===== src/rtl/fetch_unit.sv =====
// Instruction fetch sequencer: reads one 16-bit word at pc, hands it to the
// control unit with a one-cycle start pulse, then waits for done before
// advancing pc (sequentially or to a branch target). A 16'hFFFF word halts the
// unit, and a memory that never acknowledges drives it into a sticky error.
module fetch_unit #(
    parameter int ADDR_W      = 8,
    parameter int ACK_TIMEOUT = 15
) (
    input  logic              clk,
    input  logic              reset,
    input  logic              run,
    output logic              mem_req,
    output logic [ADDR_W-1:0] mem_addr,
    input  logic              mem_ack,
    input  logic [15:0]       mem_rdata,
    output logic [15:0]       inst,
    output logic              inst_valid,
    output logic              start,
    input  logic              done,
    input  logic              branch_en,
    input  logic [ADDR_W-1:0] branch_addr,
    output logic [ADDR_W-1:0] pc,
    output logic              halted,
    output logic              err
);

    localparam int CNT_W = $clog2(ACK_TIMEOUT + 1);
    localparam logic [CNT_W-1:0] CNT_LAST = CNT_W'(ACK_TIMEOUT - 1);
    localparam logic [15:0] HALT_WORD = 16'hFFFF;

    typedef enum logic [2:0] {
        S_IDLE,
        S_FETCH,
        S_ISSUE,
        S_EXEC,
        S_HALT,
        S_ERROR
    } state_t;

    state_t            state_q, state_d;
    logic [ADDR_W-1:0] pc_q, pc_d;
    logic [15:0]       inst_q, inst_d;
    logic [CNT_W-1:0]  cnt_q, cnt_d;

    // State, program counter, instruction register and ack-wait counter; reset wins over everything.
    always_ff @(posedge clk) begin
        if (reset) begin
            state_q <= S_IDLE;
            pc_q    <= '0;
            inst_q  <= '0;
            cnt_q   <= '0;
        end else begin
            state_q <= state_d;
            pc_q    <= pc_d;
            inst_q  <= inst_d;
            cnt_q   <= cnt_d;
        end
    end

    // Next-state logic: run only matters in IDLE and at the end of EXEC, so an in-flight instruction always completes.
    always_comb begin
        state_d = state_q;
        pc_d    = pc_q;
        inst_d  = inst_q;
        cnt_d   = cnt_q;
        case (state_q)
            S_IDLE: begin
                if (run) begin
                    state_d = S_FETCH;
                    cnt_d   = '0;
                end
            end
            S_FETCH: begin
                if (mem_ack) begin
                    inst_d  = mem_rdata;
                    state_d = (mem_rdata == HALT_WORD) ? S_HALT : S_ISSUE;
                end else if (cnt_q == CNT_LAST) begin
                    state_d = S_ERROR;
                end else begin
                    cnt_d = cnt_q + CNT_W'(1);
                end
            end
            S_ISSUE: begin
                state_d = S_EXEC;
            end
            S_EXEC: begin
                if (done) begin
                    pc_d = branch_en ? branch_addr : pc_q + ADDR_W'(1);
                    if (run) begin
                        state_d = S_FETCH;
                        cnt_d   = '0;
                    end else begin
                        state_d = S_IDLE;
                    end
                end
            end
            S_HALT:  state_d = S_HALT;
            S_ERROR: state_d = S_ERROR;
            default: state_d = S_IDLE;
        endcase
    end

    // Moore outputs decoded purely from the current state.
    always_comb begin
        mem_req    = 1'b0;
        start      = 1'b0;
        inst_valid = 1'b0;
        halted     = 1'b0;
        err        = 1'b0;
        case (state_q)
            S_FETCH: mem_req = 1'b1;
            S_ISSUE: begin
                start      = 1'b1;
                inst_valid = 1'b1;
            end
            S_EXEC:  inst_valid = 1'b1;
            S_HALT:  halted = 1'b1;
            S_ERROR: err = 1'b1;
            default: ;
        endcase
    end

    assign mem_addr = pc_q;
    assign pc       = pc_q;
    assign inst     = inst_q;

endmodule


===== config.mk =====
export PLATFORM = sky130hd
export DESIGN_NAME = fetch_unit
export DESIGN_NICKNAME = d
export VERILOG_FILES = /design/src/rtl/fetch_unit.sv
export SDC_FILE = /design/constraint.sdc
export NUM_CORES = 1
export LEC_CHECK = 0
export ABC_CLOCK_PERIOD_IN_PS = 4300
export CAP_MARGIN = 30
export CORE_ASPECT_RATIO = 1.1
export CORE_MARGIN = 10
export CORE_UTILIZATION = 45
export DETAILED_ROUTE_END_ITERATION = 6
export GPL_TIMING_DRIVEN = 0
export HOLD_SLACK_MARGIN = 0.03
export PLACE_DENSITY = 0.79
export SLEW_MARGIN = 20
export SYNTH_ARGS = -nofsm -noshare
export SYNTH_HDL_FRONTEND = slang
export SYNTH_SLANG_ARGS = --single-unit
export TNS_END_PERCENT = 1

===== constraint.sdc =====
create_clock -name clk -period 4.3 [get_ports clk]
set_clock_uncertainty 0.05 [all_clocks]
set_input_delay 0.86 -clock clk [delete_from_list [all_inputs] [get_ports clk]]
set_output_delay 0.86 -clock clk [all_outputs]
set_load 0.005 [all_outputs]

=== Yosys cells after proc, flatten, opt, wreduce, memory -nomap -nowiden ===
Cells that the tools add are included.

* Bits in registers: 31
* Latch bits: 0
* RAM bits: 0
* Memory bits (read-only): 0
* Input bits: 30
* Output and inout bits: 37
* Word-level logic and storage cells: 43
* Memories kept: 0

* $add $sub $neg: 2
* $mul: 0
* Divide/modulo/power cells: 0
* Magnitude comparators: 0
* Equality and inequality tests: 12
* Shifts and indexed selects: 0
* Mux-type cells: 18
* Bitwise operators: 0
* Reductions and logical operators: 7

{| class="wikitable"
|+ Operator list
! kind !! number
|-
| one-hot mux 3 bit (6 select lines) || 1
|-
| == test 16 bit (second input constant) || 1
|-
| 2-to-1 mux 4 bit || 4
|-
| 2-to-1 mux 3 bit || 5
|-
| one-hot mux 4 bit (3 select lines) || 1
|-
| adder 8 x 1 -> 8 bit (second input constant) || 1
|-
| 2-to-1 mux 8 bit || 1
|-
| != test 2 bit (second input constant) || 4
|-
| == test 3 x 2 -> 1 bit (second input constant) || 2
|-
| == test 3 bit (second input constant) || 2
|-
| 2-to-1 mux 1 bit || 6
|-
| adder 4 x 1 -> 4 bit (second input constant) || 1
|-
| == test 4 bit (second input constant) || 1
|-
| AND reduction 2 bit || 2
|-
| AND reduction 4 bit || 1
|-
| == test 3 x 1 -> 1 bit (second input constant) || 1
|-
| zero test 3 bit || 1
|-
| != test 3 bit (second input constant) || 1
|-
| AND reduction 3 bit || 1
|-
| nonzero test 3 bit || 1
|-
| OR reduction 2 bit || 1
|}

=== Logic depth before layout (Yosys ltp) ===
Gate-level depths: netlist of run 1.

* Word-level depth: 4
* Depth in mapped cells: 8
* Depth with buffers taken out: 6

=== Least setup slack after synthesis of run 1 ===
Ideal clock, no wire load.

* Path kind: input-to-reg
* Start: input mem_rdata[3]
* End: register state_q[1]
* Library setup time: 0.132 ns
* Arrival time: 1.641 ns
* Required time: 4.118 ns
* Path slack: 2.476 ns
* Stages: 4
* Path buffers: 0
* Cells stage by stage: nand4_1 > or4_1 > a21oi_1 > nor2_1

* Cells in the longest elaborated chain, start to end: 4

{| class="wikitable"
|+ RTL lines
! element !! RTL line !! RTL
|-
| start, declared || 15 || <nowiki>input logic [15:0] mem_rdata,</nowiki>
|-
| == test 16 bit || 76 || <nowiki>state_d = (mem_rdata == HALT_WORD) ? S_HALT : S_ISSUE;</nowiki>
|-
| 2-to-1 mux 3 bit || 76 ||
|-
| 2-to-1 mux 3 bit || 74 || <nowiki>if (mem_ack) begin</nowiki>
|-
| one-hot mux 3 bit (6 select lines) || 66 || <nowiki>case (state_q)</nowiki>
|-
| end signal, assigned || 53 || <nowiki>state_q <= state_d;</nowiki>
|-
| end, declared || 40 || <nowiki>state_t state_q, state_d;</nowiki>
|}

No other way between the ends.
A chain may end at the register's enable or synchronous reset.

=== Worst setup path in the final report of run 1 ===
* Start: register state_q[2]
* End: output mem_req

* Cells in the longest elaborated chain, start to end: 2

{| class="wikitable"
|+ RTL lines
! element !! RTL line !! RTL
|-
| == test 3 x 1 -> 1 bit || 110 || <nowiki>case (state_q)</nowiki>
|-
| 2-to-1 mux 1 bit || 110 ||
|-
| end, declared || 12 || <nowiki>output logic mem_req,</nowiki>
|}

No other way between the ends.

==> impl_metrics.yaml, run 1 <==
layout:
  stdcell_count: 326
  antenna_cells: 0
  drive_above_1_share: 0.163
  fill_cells: 319
  fin_nets: 309
  areaGrowthSynthToFinish_pct: 49.1
global_routing:
  gr-total-overflow: 0
  grt_max_degree: 11
  grt_pass1_vias: 1676
  grt_pass1_wl_um: 7650
  gr-usage-all-layers: 0.142
  grt_antenna_before_repair: 0
critical_path:
  crit_path_end_kind: "output pin"
  crit_type: "flop to output pin"
  reg2reg_to: "cnt_q[3]"
  crit_fanout: 10
  reg2reg_from: "cnt_q[0]"
  required_ns: 3.39
  cp.buffers_inverters: 3
  rr_worst_depth: 6
  cp-startpoint: "state_q[2]"
  rrSetupSlack_ns: 2.56
  startpoint_type: "flop"
  critPathMaxStageDelay_ns: 0.53
  cp_num_cells: 4
  crit_end: "mem_req"
  cpMaxStageDelayCell: "clkdlybuf4s50_1"
  critical-path-top-delay-family: "buffers and inverters"
  cp_cell_sequence: "buf_6 > or3b_4 > clkinv_2 > clkdlybuf4s50_1"
  cp_data_arrival_time_ns: 1.74
pwr:
  power_frac_clock: 0.327
  power_density_mw_per_mm2: 281
  internal_power_mw: 0.511
  power_switching_mw: 0.181
  ir_worst_vdd_v: 0.000198
  combPwrFrac: 0.226
  seqPwrFrac: 0.447
  cellLeakagePower_nw: 0.899
  switching_share: 0.262
sta:
  tns_ns: 0
  fin_ws_ns: 1.65
  max_slew.worst_pin.slew_ns: 0.574
  hold_viol_final: 0
  fmax_ghz: 0.378
  slew_viol_final: 0
  max_slew_margin: 0.617
  finalSetupViolCount: 0
  min_period_ns: 2.65
  fin_crit_sh: 0.615
  rsz0062_at_grt: "false"
clock_network:
  cts.reportedPaths.clkPinSlew_ns: 0.06
  cts_root_buffer: "clkbuf_8"
  cts-buffers-inserted: 5
  clk_latency_ns: 0.28
  post_cts.repair.setup_buffers: 0
  cts_tree: "done"
  clock_sinks: 31
  cts_hold_buf: 0
  cts_max_path_buffers: 2
  cts_resized: 0
  htreeDepth: 2
worst_hold_path:
  holdCritStartpoint: "inst[7]"
  hold_class: "flop to flop"
route:
  drt_drc_violations_left: 0
  dr_total_vias: 1693
  viasPerCell: 5.19
  drt_first_pass_iters: 4
  wl_per_cell_um: 14.3
  ant_nets: 0
  first_iter_violations: 51
  wl_um: 4650
placed_design:
  dp_hpwl_um: 3680
  dp.cells: 319
  dp_slack_ns: 1.71
  place.gp.congestion: 0.805
  io_buffers: 66
synth:
  synth_edf_count: 0
  synth_cell_types: 38
  syn-num-nets: 236
  synth_area_per_cell_um2: 8.14
  async_reset_ff_frac: 0
  yosysWarnings: 0
  synth_ff_type: "dfxtp_1"
  synth.cell_area_mm2: 0.00165
  postSynthCellCount: 203
  synth-seq-cells: 31
  ys_seq_area_frac: 0.375
die:
  die_y_um: 83.6
  initial_core_util: 0.459
  row_count: 23
  die_w_um: 77.8
  coreArea_mm2: 0.00360
  io_pins: 67
  die-area_mm2: 0.00650
status:
  status: "complete, no violations"
flow_run:
  drv_cap: 0
-- sequential cells by signal, indices dropped and copies added, names as in the netlist --
name,count
cnt_q,4
mem_addr,8
inst,16
state_q,3
-- final cells by class --
class                      count  area, µm²  share of cell area
multi-input combinational    145        862               0.350
tap                           50       62.6              0.0254
sequential                    31        621               0.252
clock inverter                 1       5.00             0.00203
clock buffer                   6       82.6              0.0335
buffer                        20        143              0.0579
inverter                       7       27.5              0.0112
timing repair buffer          66        661               0.268
-- per-stage QoR --
stage / util / cell area, µm² / hold slack, ns / power (mW)
after floorplan: - / 1650 / 0.398 / 0.394
after global placement: 0.661 / 2380 / 0.391 / 0.471
after detailed placement: 0.661 / 2380 / 0.402 / 0.473
after CTS: 0.685 / 2460 / 0.411 / 0.699
after global routing: 0.685 / 2460 / 0.435 / 0.730
final: 0.685 / 2460 / 0.407 / 0.692
-- kinds of logic after synthesis --
family,after synthesis,share of synthesized area
AO/OA/AOI/OAI,54,0.218
adder cells (fa/ha/maj),3,0.0227
buffers and inverters,27,0.103
flip-flops,31,0.375
multiplexers,4,0.0242
AND/OR/NAND/NOR,84,0.257
-- per-layer routing --
| metal | track usage | wire length, µm | up-vias | part of all wire |
|---|---|---|---|---|
| li1 | - | - | 856 | - |
| met1 | 0.154 | 1940 | 759 | 0.42 |
| met2 | 0.227 | 2200 | 71 | 0.47 |
| met3 | 0.0614 | 440 | 7 | 0.095 |
| met4 | 0.0731 | 72 | 0 | 0.015 |
| met5 | 0 | 0 | - | 0 |
-- synth_stat cells, types with 2 or more instances --
cell type / number / share of area
o21ai_0: 8 / 0.024
a211oi_1: 4 / 0.018
inv_1: 6 / 0.014
o31ai_1: 2 / 0.0091
a31o_2: 3 / 0.016
buf_6: 2 / 0.014
buf_2: 2 / 0.0061
nand3_1: 4 / 0.012
a21oi_1: 17 / 0.051
nor2b_1: 2 / 0.0076
clkbuf_1: 6 / 0.014
nor3_1: 2 / 0.0061
dfxtp_1: 31 / 0.38
and3_1: 3 / 0.011
o41ai_1: 2 / 0.011
nand2_1: 33 / 0.075
o22ai_1: 2 / 0.0076
mux2i_1: 4 / 0.024
nor2_1: 12 / 0.027
a21oi_2: 9 / 0.048
nand4_1: 7 / 0.026
or4_1: 3 / 0.014
a22oi_1: 3 / 0.014
buf_4: 9 / 0.041
nand2_2: 9 / 0.034
ha_1: 3 / 0.023
nand2b_1: 4 / 0.015
-- power by group through the flow --
stage          registers, mW  logic (mW)  clock network (mW)
6_report               0.310       0.156               0.226
4_1_cts                0.310       0.158               0.232
3_5_place_dp           0.316       0.157                   0
5_1_grt                0.311       0.173               0.246
3_3_place_gp           0.315       0.156                   0
2_1_floorplan          0.316      0.0788                   0
-- worst min-delay path by stage --
stage,endpoint,slack (ns),depth (start not counted)
6_report,inst[7],0.41,2
5_1_grt,inst[8],0.44,2
4_1_cts,inst[5],0.41,2
3_5_place_dp,inst[5],0.40,2
3_3_place_gp,inst[8],0.39,2
2_1_floorplan,cnt_q[3],0.40,1
-- worst min-delay path, cell delays in order, from the launching register on --
cell and delay [ns]:
dfxtp_1 0.31, nand2_1 0.05, a21oi_1 0.05
-- cell usage in the layout (no fill, tap or decap), types with 3 or more instances in the layout --
cell type        netlist  layout
nand3_1                4       4
a211oi_1               4       4
a21oi_1               17      17
nand2_1               33      33
clkbuf_1               6       6
a31o_2                 3       3
mux2i_1                4       4
clkbuf_8               0       6
a22oi_1                3       3
buf_4                  9       9
inv_1                  6       6
ha_1                   3       3
a21oi_2                9       9
clkdlybuf4s50_1        0      66
dfxtp_1               31      31
and3_1                 3       3
o21ai_0                8       8
nand2_2                9       9
nand2b_1               4       4
nand4_1                7       7
nor2_1                12      12
or4_1                  3       3
Power figures use the tool's default switching activity.
==> run 2, diff against run 1 <==
--- a/config.mk
+++ b/config.mk
@@ -5,15 +5,15 @@
 export SDC_FILE = /design/constraint.sdc
 export NUM_CORES = 1
 export LEC_CHECK = 0
-export ABC_CLOCK_PERIOD_IN_PS = 4300
+export ABC_CLOCK_PERIOD_IN_PS = 2300
 export CAP_MARGIN = 30
 export CORE_ASPECT_RATIO = 1.1
 export CORE_MARGIN = 10
-export CORE_UTILIZATION = 45
+export CORE_UTILIZATION = 39
 export DETAILED_ROUTE_END_ITERATION = 6
 export GPL_TIMING_DRIVEN = 0
 export HOLD_SLACK_MARGIN = 0.03
-export PLACE_DENSITY = 0.79
+export PLACE_DENSITY = 0.72
 export SLEW_MARGIN = 20
 export SYNTH_ARGS = -nofsm -noshare
 export SYNTH_HDL_FRONTEND = slang
==> constraint.sdc (replaced) <==
create_clock -name clk -period 2.3 [get_ports clk]
set_clock_uncertainty 0.05 [all_clocks]
set_input_delay 0.46 -clock clk [delete_from_list [all_inputs] [get_ports clk]]
set_output_delay 0.46 -clock clk [all_outputs]
set_load 0.005 [all_outputs]
==> run 2 against run 1 <==
  * Global-route usage is 1.4 points lower
  * Clock power is 89% higher
  * Critical path type unchanged
  * Flip-flop and latch count stayed put
  * Largest power group unchanged
  * Non-clock buffer count stayed put
==> impl_metrics.yaml, run 2 (same netlist as run 1, synthesis figures left out) <==
sta:
  timing.hold.ws_ns: 0.404
  max_slew.worst_pin.slew_ns: 0.603
  tns_ns: 0
  fmax_ghz: 0.464
  max_slew_margin: 0.598
  min_period_ns: 2.16
  slew_viol_final: 0
  fin_ws_ns: 0.143
  rsz0062_at_grt: "false"
  fin_crit_sh: 0.938
  hold_viol_final: 0
  finalSetupViolCount: 0
clock_network:
  htreeDepth: 2
  cts_tree: "done"
  post_cts.repair.setup_buffers: 0
  cts.reportedPaths.clkPinSlew_ns: 0.06
  cts_root_buffer: "clkbuf_8"
  clk_latency_ns: 0.28
  cts_max_path_buffers: 2
  cts-buffers-inserted: 5
  clock_sinks: 31
placed_design:
  dp_slack_ns: 0.110
  io_buffers: 66
  place.gp.congestion: 0.804
  dp.cells: 321
  dp_hpwl_um: 3650
worst_hold_path:
  holdCritStartpoint: "inst[8]"
  hold_class: "flop to flop"
layout:
  stdcell_count: 328
  fin_nets: 309
  drive_above_1_share: 0.163
  mostFrequentLayoutCells: "clkdlybuf4s50_1 (65), nand2_1 (33), dfxtp_1 (31)"
  final_core_util: 0.613
  areaGrowthSynthToFinish_pct: 49.4
  antenna_cells: 0
  largest_reg_flops: 16
  final_common_cell: "clkdlybuf4s50_1"
critical_path:
  cp_data_arrival_time_ns: 1.65
  cp.buffers_inverters: 2
  critical-path-top-delay-family: "buffers and inverters"
  cp_cell_sequence: "clkbuf_1 > and3_1 > clkdlybuf4s50_1"
  cpMaxStageDelayCell: "clkdlybuf4s50_1"
  reg2reg_from: "cnt_q[0]"
  critPathMaxStageDelay_ns: 0.49
  crit_type: "flop to output pin"
  required_ns: 1.79
  crit_path_end_kind: "output pin"
  crit_fanout: 10
  startpoint_type: "flop"
  cp-startpoint: "state_q[0]"
die:
  initial_core_util: 0.411
  die_y_um: 88.3
  die_w_um: 82.1
  die-area_mm2: 0.00724
  row_count: 24
  coreArea_mm2: 0.00402
  io_pins: 67
global_routing:
  grt_antenna_before_repair: 0
  grt_pass1_vias: 1591
  gr-total-overflow: 0
  grt_max_degree: 11
  grt_pass1_wl_um: 7370
  gr-usage-all-layers: 0.128
route:
  first_iter_violations: 78
  ant_nets: 0
  wl_per_cell_um: 14.0
  viasPerCell: 5.04
  dr_total_vias: 1652
  drt_drc_violations_left: 0
  drt_first_pass_iters: 4
  wl_um: 4590
flow_run:
  drv_cap: 0
pwr:
  power_density_mw_per_mm2: 526
  cellLeakagePower_nw: 0.913
  ir_worst_vdd_v: 0.000435
status:
  status: "complete, no violations"
run 2: changes by cell type in the layout (fill, tap and decap cells not counted):
cell             delta
clkdlybuf4s50_1     -1
dlymetal6s2s_1      +1
run 2: area by class of cell:
class	count	area (µm²)
Timing Repair Buffer	66	663
Buffer	20	143
Sequential cell	31	621
Tap cell	52	65.1
Fill cell	398	1560
Clock buffer	6	82.6
Inverter	7	27.5
Clock inverter	1	5.00
Multi-Input combinational cell	145	862
run 2: timing repair:
action	CTS	global route
gates resized for setup	0	1
hold buffers	0	0
setup endpoints to repair	0	1
run 2: routing by layer:
metal	GRT usage	up-vias	wire length [µm]
li1	-	849	-
met1	0.151	739	1980
met2	0.197	58	2050
met3	0.0690	6	517
met4	0.0372	0	52
met5	0	-	0
run 2: worst paths after layout:
path                                  to  slack (ns)  cells after the start
worst min register to register   inst[8]        0.40                      2
worst max register to register  cnt_q[3]        0.55                      6
worst max-delay path                 err        0.14                      3
worst min-delay path             inst[8]        0.40                      2
run 2: power by group:
group / leakage, nW / switching, mW / internal, mW
registers: 0.252 / 0.0155 / 0.563
clock network: 0.0470 / 0.193 / 0.234
logic: 0.614 / 0.134 / 0.158
run 2: tightest hold or removal path, cell delays in order (launching register included):
cell and delay [ns]:
dfxtp_1 0.31, nand2_1 0.05, a21oi_1 0.05
run 2: metrics by stage:
stage	power, mW	cell area [µm²]
4_1_cts	1.31	2470
3_5_place_dp	0.884	2380
2_1_floorplan	0.737	1650
6_report	1.30	2470
5_1_grt	1.37	2470
3_3_place_gp	0.883	2380
